**src/rtl/clock_control.sv**
```systemverilog
// Run/step/halt sequencer producing the registered enable for the clock generator.
// Also counts enabled cycles for debug readout.
module clock_control #(
    parameter int unsigned COUNT_WIDTH = 16
) (
    input  logic                   i_clock,
    input  logic                   i_reset_n,
    input  logic                   i_run,
    input  logic                   i_step,
    input  logic [COUNT_WIDTH-1:0] i_count,
    input  logic                   i_halt,
    input  logic                   i_clear,
    output logic                   o_enable,
    output logic [1:0]             o_state,
    output logic [31:0]            o_cycles,
    output logic                   o_done
);

    localparam int unsigned CYCLE_WIDTH = 32;

    localparam logic [1:0] ST_IDLE   = 2'd0;
    localparam logic [1:0] ST_RUN    = 2'd1;
    localparam logic [1:0] ST_STEP   = 2'd2;
    localparam logic [1:0] ST_HALTED = 2'd3;

    logic [1:0]             state_q,     state_d;
    logic [COUNT_WIDTH-1:0] remaining_q, remaining_d;
    logic                   enable_q,    enable_d;
    logic                   done_q,      done_d;
    logic [CYCLE_WIDTH-1:0] cycles_q,    cycles_d;

    always_ff @(posedge i_clock or negedge i_reset_n) begin
        if (!i_reset_n) begin
            state_q     <= ST_IDLE;
            remaining_q <= '0;
            enable_q    <= 1'b0;
            done_q      <= 1'b0;
            cycles_q    <= '0;
        end else begin
            state_q     <= state_d;
            remaining_q <= remaining_d;
            enable_q    <= enable_d;
            done_q      <= done_d;
            cycles_q    <= cycles_d;
        end
    end

    // Next-state; enable follows the next state so it is high exactly in RUN/STEP cycles.
    always_comb begin
        state_d     = state_q;
        remaining_d = remaining_q;
        done_d      = 1'b0;

        case (state_q)
            ST_IDLE: begin
                if (i_halt) begin
                    state_d = ST_HALTED;
                end else if (i_step && (i_count != '0)) begin
                    state_d     = ST_STEP;
                    remaining_d = i_count;
                end else if (i_run) begin
                    state_d = ST_RUN;
                end
            end
            ST_RUN: begin
                if (i_halt) begin
                    state_d = ST_HALTED;
                end else if (!i_run) begin
                    state_d = ST_IDLE;
                end
            end
            ST_STEP: begin
                if (i_halt) begin
                    state_d     = ST_HALTED;
                    remaining_d = '0;
                end else if (remaining_q == COUNT_WIDTH'(1)) begin
                    state_d     = ST_IDLE;
                    remaining_d = '0;
                    done_d      = 1'b1;
                end else begin
                    remaining_d = remaining_q - COUNT_WIDTH'(1);
                end
            end
            ST_HALTED: begin
                if (i_clear) begin
                    state_d = ST_IDLE;
                end
            end
            default: begin
                state_d     = ST_IDLE;
                remaining_d = '0;
            end
        endcase

        enable_d = (state_d == ST_RUN) || (state_d == ST_STEP);

        // Clear takes precedence over counting the current enabled cycle.
        if (i_clear) begin
            cycles_d = '0;
        end else if (enable_q) begin
            cycles_d = cycles_q + CYCLE_WIDTH'(1);
        end else begin
            cycles_d = cycles_q;
        end
    end

    assign o_enable = enable_q;
    assign o_state  = state_q;
    assign o_cycles = cycles_q;
    assign o_done   = done_q;

endmodule

```
**config.mk**
```make
export PLATFORM = sky130hd
export DESIGN_NAME = clock_control
export DESIGN_NICKNAME = d
export VERILOG_FILES = /design/src/rtl/clock_control.sv
export SDC_FILE = /design/constraint.sdc
export NUM_CORES = 1
export LEC_CHECK = 0
export ABC_AREA = 0
export BUFFER_PORTS_ARGS = -buffer_cell sky130_fd_sc_hd__buf_2
export CORE_UTILIZATION = 60
export CTS_BUF_LIST = sky130_fd_sc_hd__clkbuf_16
export DETAILED_ROUTE_END_ITERATION = 8
export MAX_ROUTING_LAYER = met4
export PLACE_DENSITY = 0.86
export SLEW_MARGIN = 20
export SYNTH_ARGS = -nofsm -noshare
export SYNTH_HDL_FRONTEND = slang
export SYNTH_SLANG_ARGS = --single-unit
```
**constraint.sdc**
```tcl
create_clock -name i_clock -period 4 [get_ports i_clock]
set_input_delay 0.2 -clock i_clock [delete_from_list [all_inputs] [get_ports i_clock]]
set_output_delay 0.2 -clock i_clock [all_outputs]
set_load 0.005 [all_outputs]
```
==> flow_summary.json <==
{
  "synth_edf_count": 0,
  "layout.cells.non_filler": 444,
  "clk_pin_slew_ns": 0.07,
  "cts-htree-levels": 2,
  "place.gp.congestion": 1.03,
  "rows": 25,
  "fin_crit_ns": 2.14,
  "finalClockSkew_ns": 0.00733,
  "clkLatencyLatePin_ns": 0.29,
  "wl_um": 7310,
  "cts_resized": 0,
  "finalCritPeriodShare": 0.534,
  "slew_headroom": 0.378,
  "design.core.area_sq_um": 4750,
  "ant_nets": 0,
  "overflow": 0,
  "total_power_mw": 1.88,
  "grt_max_degree": 53,
  "synth_cell_type_count": 59,
  "reg2reg_slack_ns": 1.86,
  "grt_pass1_vias": 2497,
  "placed_cells": 436,
  "endpoint_kind": "flip-flop",
  "fin_tns_setup_ns": 0,
  "yosysTopAreaCellShare": 0.434,
  "clock.fmax_ghz": 0.468,
  "syn_nets": 347,
  "leakage_nw": 1.52,
  "final_cell_mix": "buf_2, dfrtp_1, nor2_1, nand2_1, o21ai_0",
  "netlist_instances": 322,
  "fillers": 387,
  "async_flop_share": 1.00,
  "crit_path_start_kind": "flip-flop",
  "rr_startpoint": "remaining_q[1]",
  "viasPerCell": 6.18,
  "ys_seq_area_frac": 0.434,
  "p_per_area_nw_per_um2": 542,
  "place_hpwl_um": 5240,
  "drt_iter0_drc": 223,
  "synth.top_cells.by_area": "dfrtp_1, xnor2_1, nor2_1",
  "nets": 401,
  "grt_pass1_wl_um": 11900,
  "hold_slack_ns": 0.0233,
  "worst_pin_slew_ns": 0.926,
  "cts_tree": "built",
  "die_y_um": 72.7,
  "die_w_um": 72.7,
  "slew_viol_final": 0,
  "ir_worst_vdd_mv": 0.404,
  "hold_viol_final": 0,
  "path_max_fanout": 12,
  "syn_area_sq_um": 3000,
  "synth_top_flop_cell": "dfrtp_1",
  "cts_made_buffers": 5,
  "cts_setup_buffers": 0,
  "layout_commonest_cell": "buf_2",
  "status": "completed",
  "worstReg2RegEnd": "remaining_q[4]",
  "grt_usage": 0.300,
  "crit_type": "flip-flop to flip-flop",
  "wire_per_inst_um": 16.5,
  "dieArea_sq_um": 5280,
  "cp_data_required_time_ns": 4.18,
  "arrival_ns": 2.31,
  "clock_sinks": 52,
  "grt_setup_unrepaired": "false",
  "drive_above_1_share": 0.218,
  "cts.path.max_buffers": 2,
  "initial_core_util": 0.630,
  "avgSynthCellArea_sq_um": 9.30,
  "max-cap-violations": 0,
  "reg2reg_depth": 7,
  "synth_warnings": 0,
  "firstDrtPassIters": 5,
  "ys_seq_elements": 52,
  "ios": 58,
  "antenna_found_initial": 0,
  "yosys.area.top_type": "dfrtp_1",
  "port_buffers": 57,
  "num_vias": 2744,
  "drc_errors": 0,
  "min_path_type": "primary input to asynchronous set/reset pin",
  "cts_root_buf": "clkbuf_16",
  "setup_violations": 0,
  "num_antenna_cells": 0,
  "area_growth_pct": 15.7,
  "cts_hold_buffers": 0
}
metrics by stage:
step                      cell area (sq um)  setup slack (ns)   util
final                                  3470              1.86  0.729
after floorplan                        3000              2.29      -
after detailed placement               3300              1.88  0.694
after CTS                              3470              1.87  0.729
after global placement                 3300              1.93  0.694
after global routing                   3470              1.63  0.729
flip-flops by register name, indices dropped and copies added (netlist names):
register	flops
o_state	2
o_enable	1
o_done	1
o_cycles	32
remaining_q	16
metal layers:
metal	vias up	GRT usage	routed length, um
met3	9	0.0497	450
met5	-	-	0
met4	0	0.0719	79
li1	1297	-	-
met2	111	0.435	3360
met1	1327	0.441	3420
synth_stat cells (all sizes together), types with 2 or more instances:
cell type,number
nor4,8
o2111a,2
nor3b,5
nor2,34
inv,10
mux2i,3
nand3b,2
a221o,3
nor2b,2
ha,3
nand4,11
a22oi,3
dfrtp,52
o31ai,2
xor2,8
buf,6
and2,6
and4,6
nor3,20
or3,10
a31oi,3
o22ai,3
and3,3
clkbuf,5
xnor2,16
o21ai,23
a21oi,15
nand2,24
nand3,18
a22o,3
power by group:
part	total [mW]	internal (mW)	switching, mW
Clock	0.486	0.294	0.192
Sequential	0.770	0.620	0.150
Combinational	0.621	0.242	0.380
worst max path at each step:
stage / from / to / slack, ns / cells past startpoint
final: remaining_q[1] / remaining_q[4] / 1.86 / 7
after global routing: remaining_q[1] / remaining_q[4] / 1.63 / 7
after CTS: remaining_q[1] / remaining_q[4] / 1.87 / 7
after detailed placement: remaining_q[1] / remaining_q[4] / 1.88 / 7
after global placement: remaining_q[1] / remaining_q[4] / 1.93 / 7
after floorplan: remaining_q[1] / remaining_q[12] / 2.29 / 8
logic make-up (layout without fill, tap and decap cells):
kind of cell               after synthesis  after routing  share of synthesized area
buffers and inverters                   21             76                     0.0368
muxes                                    3              3                     0.0100
DFF                                     52             52                      0.434
AOI/OAI and AO/OA                       68             68                      0.150
adders and majority gates                3              3                     0.0125
and+or+nand+nor                        151            151                      0.287
xor gates and xnor gates                24             24                     0.0702
layout make-up:
class / instances / area (sq um) / share of cell area
multi-input combinational: 249 / 1580 / 0.457
tap: 67 / 83.8 / 0.0242
clock buffer: 5 / 125 / 0.0361
clock inverter: 3 / 42.5 / 0.0123
inverter: 10 / 37.5 / 0.0108
sequential: 52 / 1300 / 0.375
timing repair buffer: 58 / 293 / 0.0844
worst max-delay path, cell delays in order (launching register included):
cell and delay (ns):
dfrtp_1 0.40, inv_1 0.10, ha_1 0.14, nor3b_2 0.23, nand4_1 0.20, o21ai_2 0.46
o21ai_0 0.16, a221o_1 0.32
Power figures use the tool's default switching activity.
